<file path="src/rtl/memory_access_stage_pkg.sv">
// ----------------------------------------------------------------------------
// memory_access_stage_pkg
// Shared definitions for the memory access pipeline stage:
//   - default data/address width and access timeout
//   - wait-counter and register-index widths
//   - FSM state encoding (2 bits)
// ----------------------------------------------------------------------------
package memory_access_stage_pkg;

  localparam int unsigned DATA_W_DEF   = 16;
  localparam int unsigned MAX_WAIT_DEF = 15;
  localparam int unsigned WAIT_CNT_W   = 4;
  localparam int unsigned REG_IDX_W    = 4;

  typedef enum logic [1:0] {
    ST_IDLE   = 2'b00,
    ST_ACCESS = 2'b01,
    ST_DONE   = 2'b10
  } mas_state_e;

endpackage

</file>
<file path="src/rtl/memory_access_stage_mem_wait_counter.sv">
// ----------------------------------------------------------------------------
// mem_wait_counter
// 4-bit counter of ACCESS cycles spent without dmem_ready.
// Ports:
//   clk_i  clock
//   rst_i  synchronous active-high reset (count -> 0)
//   clr_i  synchronous clear, has priority over en_i
//   en_i   count one more wait cycle
//   tc_o   terminal count: the current cycle is the MAX_WAIT-th wait cycle
// ----------------------------------------------------------------------------
module mem_wait_counter
  import memory_access_stage_pkg::*;
#(
  parameter int unsigned MAX_WAIT = MAX_WAIT_DEF
) (
  input  logic clk_i,
  input  logic rst_i,
  input  logic clr_i,
  input  logic en_i,
  output logic tc_o
);

  localparam logic [WAIT_CNT_W-1:0] TC_VAL = WAIT_CNT_W'(MAX_WAIT - 1);

  logic [WAIT_CNT_W-1:0] count_q;
  logic [WAIT_CNT_W-1:0] count_d;

  always_comb begin
    count_d = count_q;
    if (clr_i) begin
      count_d = '0;
    end else if (en_i) begin
      count_d = count_q + WAIT_CNT_W'(1);
    end
  end

  always_ff @(posedge clk_i) begin
    if (rst_i) begin
      count_q <= '0;
    end else begin
      count_q <= count_d;
    end
  end

  // count_q holds the number of earlier wait cycles, so the MAX_WAIT-th
  // cycle without ready is the one where count_q == MAX_WAIT-1.
  assign tc_o = (count_q == TC_VAL);

endmodule

</file>
<file path="src/rtl/memory_access_stage.sv">
// ----------------------------------------------------------------------------
// memory_access_stage
// Pipeline MEM stage: issues one data-memory access per load/store taken
// from the EX/MEM register, waits for dmem_ready (bounded by MAX_WAIT),
// returns load data and a one-cycle completion pulse, and freezes upstream
// stages while the access is outstanding.
//
// Optional feature macro: MEM_FWD_EN
//   defined   : store data forwarded from the writeback stage on a match
//   undefined : store data is always reg2_xm (rt_xm / *_wb unused)
//
// Ports:
//   clk, rst                 clock, synchronous active-high reset
//   mem_read_xm/mem_write_xm load / store request (write wins if both)
//   hlt_xm                   halt: blocks acceptance of a new op in IDLE
//   alu_out                  byte address (bit 0 set -> misaligned)
//   reg2_xm, rt_xm           store data and its source register
//   reg_write_wb, write_reg_wb, write_data_wb  writeback-stage result
//   dmem_*                   data memory request interface
//   mem_data_out             load result (0 after misalign/timeout)
//   mem_valid                one-cycle completion pulse
//   stall_mem                freeze upstream while op is pending
//   err_misalign/err_timeout sticky error flags, cleared by rst only
// ----------------------------------------------------------------------------
module memory_access_stage
  import memory_access_stage_pkg::*;
#(
  parameter int unsigned DATA_W   = DATA_W_DEF,
  parameter int unsigned MAX_WAIT = MAX_WAIT_DEF
) (
  input  logic                 clk,
  input  logic                 rst,
  input  logic                 mem_read_xm,
  input  logic                 mem_write_xm,
  input  logic                 hlt_xm,
  input  logic [DATA_W-1:0]    alu_out,
  input  logic [DATA_W-1:0]    reg2_xm,
  input  logic [REG_IDX_W-1:0] rt_xm,
  input  logic                 reg_write_wb,
  input  logic [REG_IDX_W-1:0] write_reg_wb,
  input  logic [DATA_W-1:0]    write_data_wb,
  output logic                 dmem_req,
  output logic                 dmem_we,
  output logic [DATA_W-1:0]    dmem_addr,
  output logic [DATA_W-1:0]    dmem_wdata,
  input  logic [DATA_W-1:0]    dmem_rdata,
  input  logic                 dmem_ready,
  output logic [DATA_W-1:0]    mem_data_out,
  output logic                 mem_valid,
  output logic                 stall_mem,
  output logic                 err_misalign,
  output logic                 err_timeout
);

  mas_state_e        state_q,   state_d;
  logic              req_q,     req_d;
  logic              we_q,      we_d;
  logic              is_load_q, is_load_d;
  logic [DATA_W-1:0] addr_q,    addr_d;
  logic [DATA_W-1:0] wdata_q,   wdata_d;
  logic [DATA_W-1:0] rdata_q,   rdata_d;
  logic              valid_q,   valid_d;
  logic              emis_q,    emis_d;
  logic              eto_q,     eto_d;

  logic              op;
  logic              wait_tc;
  logic [DATA_W-1:0] store_data;

  assign op = (mem_read_xm | mem_write_xm) & ~hlt_xm;

`ifdef MEM_FWD_EN
  logic fwd_hit;
  // Register 0 is never a real forwarding source.
  assign fwd_hit    = mem_write_xm & reg_write_wb &
                      (write_reg_wb == rt_xm) & (write_reg_wb != '0);
  assign store_data = fwd_hit ? write_data_wb : reg2_xm;
`else
  logic unused_fwd;
  assign store_data = reg2_xm;
  assign unused_fwd = ^{rt_xm, reg_write_wb, write_reg_wb, write_data_wb};
`endif

  mem_wait_counter #(
    .MAX_WAIT (MAX_WAIT)
  ) u_wait_cnt (
    .clk_i (clk),
    .rst_i (rst),
    .clr_i (state_q != ST_ACCESS),
    .en_i  ((state_q == ST_ACCESS) & ~dmem_ready),
    .tc_o  (wait_tc)
  );

  always_comb begin
    state_d   = state_q;
    req_d     = req_q;
    we_d      = we_q;
    is_load_d = is_load_q;
    addr_d    = addr_q;
    wdata_d   = wdata_q;
    rdata_d   = rdata_q;
    valid_d   = 1'b0;
    emis_d    = emis_q;
    eto_d     = eto_q;

    unique case (state_q)
      ST_IDLE: begin
        if (op) begin
          if (alu_out[0]) begin
            emis_d  = 1'b1;
            rdata_d = '0;
            valid_d = 1'b1;
            state_d = ST_DONE;
          end else begin
            addr_d    = alu_out;
            wdata_d   = store_data;
            we_d      = mem_write_xm;
            is_load_d = ~mem_write_xm;
            req_d     = 1'b1;
            state_d   = ST_ACCESS;
          end
        end
      end
      ST_ACCESS: begin
        // A ready in the last permitted cycle still completes normally.
        if (dmem_ready) begin
          if (is_load_q) begin
            rdata_d = dmem_rdata;
          end
          req_d   = 1'b0;
          we_d    = 1'b0;
          valid_d = 1'b1;
          state_d = ST_DONE;
        end else if (wait_tc) begin
          eto_d   = 1'b1;
          rdata_d = '0;
          req_d   = 1'b0;
          we_d    = 1'b0;
          valid_d = 1'b1;
          state_d = ST_DONE;
        end
      end
      ST_DONE: begin
        state_d = ST_IDLE;
      end
      default: begin
        req_d   = 1'b0;
        we_d    = 1'b0;
        state_d = ST_IDLE;
      end
    endcase
  end

  always_ff @(posedge clk) begin
    if (rst) begin
      state_q   <= ST_IDLE;
      req_q     <= 1'b0;
      we_q      <= 1'b0;
      is_load_q <= 1'b0;
      addr_q    <= '0;
      wdata_q   <= '0;
      rdata_q   <= '0;
      valid_q   <= 1'b0;
      emis_q    <= 1'b0;
      eto_q     <= 1'b0;
    end else begin
      state_q   <= state_d;
      req_q     <= req_d;
      we_q      <= we_d;
      is_load_q <= is_load_d;
      addr_q    <= addr_d;
      wdata_q   <= wdata_d;
      rdata_q   <= rdata_d;
      valid_q   <= valid_d;
      emis_q    <= emis_d;
      eto_q     <= eto_d;
    end
  end

  // Upstream is held from the cycle an op is presented until DONE.
  assign stall_mem    = ((state_q == ST_IDLE) & op) | (state_q == ST_ACCESS);
  assign dmem_req     = req_q;
  assign dmem_we      = we_q;
  assign dmem_addr    = addr_q;
  assign dmem_wdata   = wdata_q;
  assign mem_data_out = rdata_q;
  assign mem_valid    = valid_q;
  assign err_misalign = emis_q;
  assign err_timeout  = eto_q;

endmodule

</file>
<file path="config.mk">
export PLATFORM = sky130hd
export DESIGN_NAME = memory_access_stage
export DESIGN_NICKNAME = d
export VERILOG_FILES = /design/src/rtl/memory_access_stage_pkg.sv /design/src/rtl/memory_access_stage_mem_wait_counter.sv /design/src/rtl/memory_access_stage.sv
export SDC_FILE = /design/constraint.sdc
export NUM_CORES = 1
export LEC_CHECK = 0
export CELL_PAD_IN_SITES_DETAIL_PLACEMENT = 2
export CELL_PAD_IN_SITES_GLOBAL_PLACEMENT = 2
export CORE_ASPECT_RATIO = 1.2
export CORE_MARGIN = 1
export CORE_UTILIZATION = 21
export CTS_BUF_LIST = sky130_fd_sc_hd__clkbuf_16
export DETAILED_ROUTE_END_ITERATION = 10
export GPL_TIMING_DRIVEN = 1
export PLACE_DENSITY_LB_ADDON = 0.12
export REMOVE_ABC_BUFFERS = 1
export SLEW_MARGIN = 20
export SYNTH_ARGS = -nofsm -noshare
export SYNTH_HDL_FRONTEND = slang
export SYNTH_SLANG_ARGS = --single-unit
export TNS_END_PERCENT = 1
</file>
<file path="constraint.sdc">
create_clock -name clk -period 3.4 [get_ports clk]
set_input_delay 0.68 -clock clk [delete_from_list [all_inputs] [get_ports clk]]
set_output_delay 0.68 -clock clk [all_outputs]
set_load 0.005 [all_outputs]
</file>
# After elaboration in Yosys (flattened, before gate mapping)
# Cells that the tools add are included.
op_classes:
  n_addsub: 1
  bitwise: 10
  reduce_logical: 9
  muxes: 24
  eq_ne: 9
op_table:
  columns: ["operator", "n"]
  rows:
  - ["16-bit two-way mux", 5]
  - ["16-bit case mux with 2 select lines", 1]
  - ["1-bit two-way mux", 10]
  - ["3-bit AND reduction", 3]
  - ["2-bit two-way mux", 4]
  - ["2-bit inequality test (second input constant)", 3]
  - ["1-bit case mux with 3 select lines", 2]
  - ["1-bit inverter", 5]
  - ["5-bit AND reduction", 1]
  - ["4-bit by 1-bit adder with 4-bit output (second input constant)", 1]
  - ["4-bit equality test (second input constant)", 1]
  - ["2-bit case mux with 2 select lines", 1]
  - ["4-bit AND reduction", 1]
  - ["1-bit AND", 3]
  - ["3-bit by 2-bit inequality test with 1-bit output (second input constant)", 1]
  - ["3-bit inequality test (second input constant)", 1]
  - ["2-bit by 1-bit equality test with 1-bit output (second input constant)", 1]
  - ["2-bit equality test (second input constant)", 1]
  - ["2-bit logical NOT", 1]
  - ["2-bit by 1-bit inequality test with 1-bit output (second input constant)", 1]
  - ["1-bit OR", 2]
  - ["1-bit case mux with 2 select lines", 1]
  - ["2-bit AND reduction", 1]
  - ["2-bit nonzero test", 1]
  - ["2-bit OR reduction", 1]
word_totals:
  output_inout_bits: 54
  word_cells: 64
  regBits: 59
  in_bits: 79

# Depth between registers and ports, before layout
# Gate-level depths: netlist of run 1.
depth:
  depth_word: 4
  mapped_depth: 7
  depth_no_buf: 6

# Cells and area by module
# A second synthesis of run 1 with hierarchy kept.
hier_totals:
  hier_cells: 276
  area_unflattened_um2: 2457.4
by_module_without_submodules:
  columns: ["module", "instances", "area_each_um2", "cells_per_inst", "seq_area_each_um2"]
  rows:
  - ["memory_access_stage", 1, 2259.7, 256, 1101.1]
  - ["mem_wait_counter", 1, 197.7, 20, 80.1]

# Worst setup path after synthesis of run 1
# No wires, ideal clock.
synth_timing:
  path_type: "input to register"
  startpoint: "input dmem_ready"
  endpoint: "register rdata_q[10] (netlist: mem_data_out[10])"
  n_path_buf: 2
  required_time_ns: 3.283
  slack_ns: 1.633
  arrival_ns: 1.650
  path_stages: 5
  path_cell_list: "buf_4 o211a_1 o31a_4 buf_6 a22o_1"
synth_between:
  elab_chain_len: 2
synth_lines:
  columns: ["element", "line", "text"]
  rows:
  - ["start: declaration", "memory_access_stage.sv:47", "input logic dmem_ready,"]
  - ["3-bit inequality test (no line), or another cell as far along", null, null]
  - ["5-bit AND reduction (no line) / 16-bit case mux with 2 select lines (equally long branches)", null, null]
  - ["end signal: assignment", "memory_access_stage.sv:173", "rdata_q <= rdata_d;"]
  - ["end: declaration", "memory_access_stage.sv:61", "logic [DATA_W-1:0] rdata_q, rdata_d;"]
# Parallel ways exist; a longest one is shown, timed or not.
# A chain may end at the register's enable or synchronous reset.

# Final worst setup path of run 1
layout_timing:
  startpoint: "input mem_write_xm"
  endpoint: "output stall_mem"
layout_between:
  elab_chain_len: 4
layout_lines:
  columns: ["element", "line", "text"]
  rows:
  - ["start: declaration", "memory_access_stage.sv:34", "input logic mem_write_xm,"]
  - ["1-bit OR", "memory_access_stage.sv:70", "assign op = (mem_read_xm | mem_write_xm) & ~hlt_xm;"]
  - ["1-bit AND", "memory_access_stage.sv:70", null]
  - ["1-bit AND", "memory_access_stage.sv:181", "assign stall_mem = ((state_q == ST_IDLE) & op) | (state_q == ST_ACCESS);"]
  - ["1-bit OR", "memory_access_stage.sv:181", null]
  - ["end: declaration", "memory_access_stage.sv:50", "output logic stall_mem,"]
# Every way passes these cells.

==> impl_metrics.json, run 1 <==
{
  "yosys-top-cells-area": "dfxtp_1, nand2_1, a21oi_1",
  "p_leak_nw": 1.28,
  "hp-class": "reg -> reg",
  "run_status": "finished, final reports clean",
  "cts.clk_slew.worst_paths_ps": 50,
  "critPathLaunchType": "input pin",
  "yosys_warnings": 0,
  "rows": 40,
  "ctsResizeCount": 0,
  "crit_end": "stall_mem",
  "drtIter0Drc": 26,
  "clkSinkCount": 59,
  "dp_hpwl_um": 4460,
  "rsz0062_at_grt": "no",
  "critPathCaptureType": "primary output",
  "drive_gt1_share_pct": 8.12,
  "grt_use_total_pct": 13.2,
  "ir_drop_v": 0.000277,
  "ios": 133,
  "regToRegEndpoint": "mem_data_out[3]",
  "cts.path.max_buffers": 2,
  "drc": 0,
  "synth_cells": 236,
  "antenna_found_initial": 0,
  "synth-seq-area-share_pct": 55.1,
  "ys_ff_latch": 59,
  "p_per_area_mw_per_mm2": 475,
  "drt-total-wl_um": 6550,
  "worst_ep_required_time_ps": 2720,
  "tns_ps": 0,
  "drv_slew": 0,
  "synth.avg_cell_area_um2": 9.09,
  "die_w_um": 94.3,
  "hold_viol": 0,
  "cp_top_family": "buffers and inverters",
  "cts_setup_buffers": 0,
  "timing.max_cap.violations": 0,
  "setup_viol": 0,
  "die_h_um": 113,
  "cp_slowest_stage_delay_ps": 520,
  "start_util_pct": 21.5,
  "syn_to_final_growth_pct": 65.3,
  "yosys.area.top_type_share_pct": 55.1,
  "layout.cells.most_common": "clkdlybuf4s50_1",
  "nets": 421,
  "port_buffers": 106,
  "min_from": "dmem_wdata[2]",
  "cp_max_fo": 6,
  "clk-insertion-delay-late_ps": 330,
  "max_freq_mhz": 367,
  "antennaDiodeCount": 0,
  "dieArea_mm2": 0.0106,
  "gp_congestion": 0.665,
  "path_cells": "clkdlybuf4s50_1, o21ba_4, nor2_1, nor2_1, clkdlybuf4s50_1",
  "seqCellArea_mm2": 0.00118,
  "reg2regPathDepth": 6,
  "ant_nets": 0,
  "routedWlPerCell_um": 13.9,
  "num_vias": 2073,
  "ys_types": 33,
  "firstDrtPassIters": 6,
  "gr-total-overflow": 0,
  "cts_buffers": 9,
  "critPathKind": "in -> out",
  "htree_levels": 3,
  "multi_input_area_um2": 861,
  "cp-startpoint": "mem_write_xm",
  "grt_pass1_vias": 2225,
  "reg2reg_from": "u_wait_cnt.count_q[0]",
  "fillers": 1131,
  "root_buffer": "clkbuf_16",
  "fin_crit_sh_pct": 80.2,
  "dp.cells": 455,
  "cp.arrival_ps": 2050,
  "hold_buffers": 0,
  "fin_cells": 471,
  "r2r_slack_ps": 1780,
  "period_needed_ps": 2730,
  "cp_slowest_cell": "clkdlybuf4s50_1",
  "final.setup_skew_ps": 5.96,
  "grt_max_degree": 40,
  "synth_top_area_cell": "dfxtp_1",
  "viasPerCell": 4.40,
  "final_cell_mix": "clkdlybuf4s50_1, nand2_1, dfxtp_1",
  "grt_pass1_wl_um": 10500,
  "syn_area_mm2": 0.00214,
  "core_area_mm2": 0.00996,
  "path_buf_inv": 2,
  "cts_tree": "yes",
  "crit_cells": 5
}
-- worst min-delay path, delay by kind of cell, from the launching register on --
kind	cells	cell delay [ps]
AO/OA/AOI/OAI	1	50
flip-flops	1	300
AND/OR/NAND/NOR	1	50
-- per-stage QoR --
stage	area [µm²]	util [%]	power [W]	worst slack, ps	hold WS [ps]
6_report	3540	35.6	0.00168	672	454
5_1_grt	3540	35.6	0.00176	608	477
4_1_cts	3540	35.6	0.00172	644	458
3_5_place_dp	3290	33.0	0.000931	644	451
3_3_place_gp	3290	33.0	0.000927	664	441
2_1_floorplan	2050	-	0.000794	1470	447
-- kinds of logic after synthesis --
group | share of synthesized area [%]
compound gates | 19.8
xor+xnor | 1.23
fa+ha+maj | 1.17
buf+inv | 4.78
flops | 55.1
other cells | 0.175
simple gates | 17.8
-- cells in the mapped netlist --
| cell type | instances |
|---|---|
| nor2_1 | 15 |
| clkbuf_1 | 7 |
| buf_6 | 1 |
| a211oi_1 | 2 |
| nor2b_1 | 1 |
| inv_1 | 2 |
| ha_1 | 2 |
| nor2_4 | 1 |
| a21oi_2 | 1 |
| nand2b_2 | 1 |
| nand2b_1 | 1 |
| a22o_1 | 10 |
| buf_2 | 1 |
| a22o_2 | 6 |
| a31oi_1 | 1 |
| nand3_2 | 1 |
| xor2_1 | 2 |
| o21ba_4 | 1 |
| dfxtp_1 | 59 |
| nand2_2 | 1 |
| and2_1 | 1 |
| and3_2 | 1 |
| nand2_1 | 65 |
| conb_1 | 1 |
| o21ai_0 | 1 |
| a2111oi_0 | 2 |
| buf_4 | 7 |
| nand4b_1 | 1 |
| o31a_4 | 1 |
| nor3_1 | 2 |
| a21oi_1 | 36 |
| xnor2_1 | 1 |
| o211a_1 | 1 |
-- routing by layer --
layer,share of wire (%),vias to the layer above,global-route usage (%),wire (µm)
met5,0,-,0,0
met3,7.4,10,4.23,487
met4,2.6,0,8.31,172
met1,43,985,14.6,2840
met2,47,76,21.5,3050
li1,-,1002,-,-
-- worst min-delay path by stage --
stage / cells past startpoint / slack (ps) / to
after floorplan: 2 / 450 / dmem_addr[10]
after CTS: 2 / 460 / dmem_wdata[1]
after global routing: 2 / 480 / dmem_addr[12]
after detailed placement: 2 / 450 / dmem_wdata[1]
final: 2 / 450 / dmem_wdata[2]
after global placement: 2 / 440 / dmem_addr[1]
-- area by class of cell --
class / count / share of cell area (%)
sequential: 59 / 33.3
multi-input combinational: 159 / 24.3
clock inverter: 7 / 0.812
timing repair buffer: 109 / 30.6
clock buffer: 9 / 6.35
inverter: 2 / 0.212
tap: 126 / 4.45
-- registers in the layout (all words and copies together) (netlist names), 2 cells and up --
name and cells:
dmem_wdata 16, mem_data_out 16, state_q 2, dmem_addr 15, u_wait_cnt.count_q 4
-- power by group --
part / internal, W / leakage, nW / switching (W)
combinational: 0.000111 / 0.665 / 0.0000724
clock: 0.000475 / 0.138 / 0.000296
sequential: 0.000715 / 0.479 / 0.0000137
(Power assumes the default switching activity.)
==> run 2: changes to the inputs <==
CORE_UTILIZATION = 17   (was 21)
clock period = 2.48 ns   (was 3.4 ns; I/O delays follow)
==> impl_metrics.json, run 2 (synthesized netlist as in run 1, its figures left out) <==
{
  "fin_crit_sh_pct": 94.4,
  "whs_path_depth": 2,
  "ir_drop_v": 0.000226,
  "gr-total-overflow": 0,
  "grt_max_degree": 40,
  "port_buffers": 106,
  "wl_met2_um": 3220,
  "drt-total-wl_um": 7100,
  "rows": 44,
  "cp_max_fo": 6,
  "layout.cells.most_common": "clkdlybuf4s50_1",
  "cts.clk_slew.worst_paths_ps": 50,
  "reg2regPathDepth": 6,
  "dp_hpwl_um": 4900,
  "p_leak_nw": 1.30,
  "num_vias": 2075,
  "core_area_mm2": 0.0122,
  "drt-met1-wl_um": 3220,
  "die_h_um": 125,
  "critPathCaptureType": "primary output",
  "drc": 0,
  "final.setup_skew_ps": 4.57,
  "dr.max_layer_used": "met4",
  "setup_ws_ps": 139,
  "post-place-ws_ps": 124,
  "grt_pass1_vias": 2272,
  "ios": 133,
  "gp_congestion": 0.647,
  "hold_buffers": 0,
  "reg2reg_from": "u_wait_cnt.count_q[0]",
  "grt_pass1_wl_um": 11400,
  "antennaDiodeCount": 0,
  "clkSinkCount": 59,
  "ctsResizeCount": 0,
  "tns_ps": 0,
  "drtIter0Drc": 62,
  "run_status": "finished, final reports clean",
  "period_needed_ps": 2340,
  "hold_viol": 0,
  "drive_gt1_share_pct": 8.96,
  "dr_wl_met3_um": 535,
  "cp-startpoint": "mem_write_xm",
  "critPathKind": "in -> out",
  "cts_buffers": 9,
  "rsz0062_at_grt": "no",
  "final_cell_mix": "clkdlybuf4s50_1, nand2_1, dfxtp_1",
  "p_per_area_mw_per_mm2": 644,
  "critPathLaunchType": "input pin",
  "min_from": "dmem_addr[6]",
  "regToRegEndpoint": "mem_data_out[2]",
  "grt_use_total_pct": 11.4,
  "die_w_um": 105,
  "syn_to_final_growth_pct": 69.1,
  "hp-class": "reg -> reg",
  "routedWlPerCell_um": 14.0,
  "cts_tree": "yes",
  "antenna_found_initial": 0,
  "cts.path.max_buffers": 2,
  "drv_slew": 0,
  "htree_levels": 3,
  "timing.max_cap.violations": 0,
  "hold_path_end": "dmem_addr[6]",
  "worst_ep_required_time_ps": 1980,
  "viasPerCell": 4.09,
  "nets": 423,
  "ant_nets": 0,
  "setup_viol": 0,
  "cts_setup_buffers": 0,
  "dieArea_mm2": 0.0131,
  "root_buffer": "clkbuf_16",
  "r2r_slack_ps": 860,
  "firstDrtPassIters": 4,
  "fin_util_pct": 29.7,
  "start_util_pct": 17.5,
  "clk-insertion-delay-late_ps": 320,
  "max_freq_mhz": 427,
  "cp.arrival_ps": 1850,
  "fillers": 1416
}
==> run 2: how the worst max path moves through the flow <==
stage / depth (start not counted) / slack, ps / endpoint
global placement: 5 / 140 / stall_mem
finish: 5 / 140 / stall_mem
detailed placement: 5 / 120 / stall_mem
CTS: 5 / 120 / stall_mem
global route: 5 / 50 / stall_mem
floorplan: 4 / 730 / is_load_q
==> run 2: stage by stage <==
step                power [W]  instance area (µm²)  hold slack (ps)  cells
global placement      0.00128                 3370              442    492
global route          0.00247                 3630              478    507
CTS                   0.00240                 3630              458    507
detailed placement    0.00129                 3370              450    492
finish                0.00233                 3630              453    507
floorplan             0.00109                 2050              447    220
==> run 2: final cells by class <==
cell class	instances	area, µm²	area share (%)
well taps	161	201	5.56
multi-input cells	159	861	23.7
clock buffers	9	225	6.21
inverters	2	7.51	0.207
repair buffers	111	1120	31.0
flip-flops and latches	59	1180	32.6
clock inverters	6	26.3	0.725
==> run 2: where the power goes <==
group,switching [W],internal (W),leakage [nW]
sequential,0.0000185,0.000980,0.479
combinational,0.000105,0.000159,0.684
clock,0.000420,0.000652,0.135
total,0.000543,0.00179,1.30
==> run 2: critical path, stage by stage <==
cell	delay (ps)
clkdlybuf4s50_1	510
o21ba_4	200
nor2_1	50
nor2_1	90
clkdlybuf4s50_1	500
==> run 2: metal layers <==
layer,up-vias,GRT usage [%]
li1,1005,-
met2,81,18.6
met3,9,4.64
met4,0,5.04
met1,980,13.1
met5,-,0
==> run 3: changes to the inputs <==
CORE_UTILIZATION = 18   (was 17)
CTS_BUF_LIST = sky130_fd_sc_hd__clkbuf_2 sky130_fd_sc_hd__clkbuf_4 sky130_fd_sc_hd__clkbuf_8   (was sky130_fd_sc_hd__clkbuf_16)
==> impl_metrics.json, run 3 (synthesized netlist as in run 1, its figures left out) <==
{
  "reg2reg_from": "state_q[0]",
  "dieArea_mm2": 0.0124,
  "grt_max_degree": 33,
  "cp.arrival_ps": 1880,
  "cts_buffers": 9,
  "cts_setup_buffers": 0,
  "cp_max_fo": 3,
  "grt_pass1_wl_um": 10900,
  "ctsResizeCount": 0,
  "clk-insertion-delay-late_ps": 340,
  "hold_viol": 0,
  "hold_buffers": 0,
  "period_needed_ps": 2370,
  "die_h_um": 122,
  "syn_to_final_growth_pct": 65.7,
  "cp_slowest_cell": "clkdlybuf4s50_1",
  "timing.max_cap.violations": 0,
  "hold_path_end": "dmem_wdata[13]",
  "num_vias": 2094,
  "layout.cells.most_common": "clkdlybuf4s50_1",
  "critPathKind": "in -> out",
  "antenna_found_initial": 0,
  "dp.cells": 490,
  "tns_ps": 0,
  "final_cell_mix": "clkdlybuf4s50_1, nand2_1, dfxtp_1",
  "reg2regPathDepth": 4,
  "min_from": "dmem_wdata[13]",
  "htree_levels": 3,
  "ir_drop_v": 0.000181,
  "p_leak_nw": 1.27,
  "critPathLaunchType": "input pin",
  "drtIter0Drc": 34,
  "drc": 0,
  "fin_cells": 506,
  "whs_path_depth": 2,
  "ant_nets": 0,
  "rsz0062_at_grt": "no",
  "cts.clk_slew.worst_paths_ps": 60,
  "cp_slowest_stage_delay_ps": 550,
  "ios": 133,
  "dp_hpwl_um": 4870,
  "gp_congestion": 0.636,
  "rows": 43,
  "fin_crit_sh_pct": 95.7,
  "regToRegEndpoint": "mem_data_out[1]",
  "antennaDiodeCount": 0,
  "die_w_um": 102,
  "cts_tree": "yes",
  "setup_viol": 0,
  "cts.path.max_buffers": 2,
  "grt_use_total_pct": 11.8,
  "fillers": 1324,
  "port_buffers": 106,
  "worst_ep_required_time_ps": 1980,
  "core_area_mm2": 0.0116,
  "firstDrtPassIters": 4,
  "run_status": "finished, final reports clean",
  "hp-class": "reg -> reg",
  "final.setup_skew_ps": 5.85,
  "critPathCaptureType": "primary output",
  "drv_slew": 0,
  "max_freq_mhz": 421,
  "drt-total-wl_um": 6950,
  "p_per_area_mw_per_mm2": 575,
  "root_buffer": "clkbuf_8",
  "r2r_slack_ps": 860,
  "drive_gt1_share_pct": 10.6,
  "viasPerCell": 4.14,
  "clkSinkCount": 59,
  "grt_pass1_vias": 2215,
  "gr-total-overflow": 0,
  "start_util_pct": 18.5,
  "routedWlPerCell_um": 13.7,
  "nets": 425,
  "path_cells": "clkdlybuf4s50_1, o21ba_4, nor2_1, nor2_1, clkdlybuf4s50_1"
}
-- run 3: cell types whose count changed in the layout (fill, tap and decap cells not counted), sizes merged --
cell    delta
clkinv     -1
inv        -2
clkbuf     +4
buf        +2
-- run 3: worst max path at each step --
| stage | start | end | cells after the start | slack, ps |
|---|---|---|---|---|
| after floorplan | hlt_xm | is_load_q | 4 | 730 |
| after global placement | mem_write_xm | stall_mem | 5 | 110 |
| after detailed placement | mem_write_xm | stall_mem | 5 | 100 |
| after CTS | mem_write_xm | stall_mem | 5 | 90 |
| after global routing | mem_write_xm | stall_mem | 5 | 60 |
| final | mem_write_xm | stall_mem | 5 | 110 |
-- run 3: metrics by stage --
step                      hold WS, ps  setup slack [ps]  total power, W  utilization (%)  area [µm²]
after floorplan                   447               731         0.00109                -        2050
after global placement            442               113         0.00128             29.3        3380
after detailed placement          451              95.4         0.00129             29.3        3380
after CTS                         461              85.9         0.00210             30.7        3550
after global routing              480              60.6         0.00217             30.7        3550
final                             455               107         0.00204             30.7        3550
-- run 3: routing by layer --
metal | track usage (%) | share of wire (%)
met4 | 4.35 | 1.4
met1 | 13.6 | 43
met2 | 18.9 | 47
met3 | 5.62 | 8.5
met5 | 0 | 0
-- run 3: cell type report --
type | count | area [µm²] | share of cell area, %
clock inverter | 3 | 15.0 | 0.423
tap | 157 | 196 | 5.53
multi-input combinational | 159 | 861 | 24.2
sequential | 59 | 1180 | 33.2
timing repair buffer | 113 | 1140 | 32.0
clock buffer | 13 | 154 | 4.33
inverter | 2 | 7.51 | 0.211
-- run 3: critical path, delay by kind of cell --
family                 cells  cell delay, ps
AOI/OAI and AO/OA          1             170
buffers and inverters      2            1060
and+or+nand+nor            2             140
-- run 3: report_power, final --
part	total [W]	internal (W)	switching, W
sequential	0.000997	0.000978	0.0000187
combinational	0.000265	0.000162	0.000103
clock	0.000781	0.000403	0.000378
total	0.00204	0.00154	0.000500
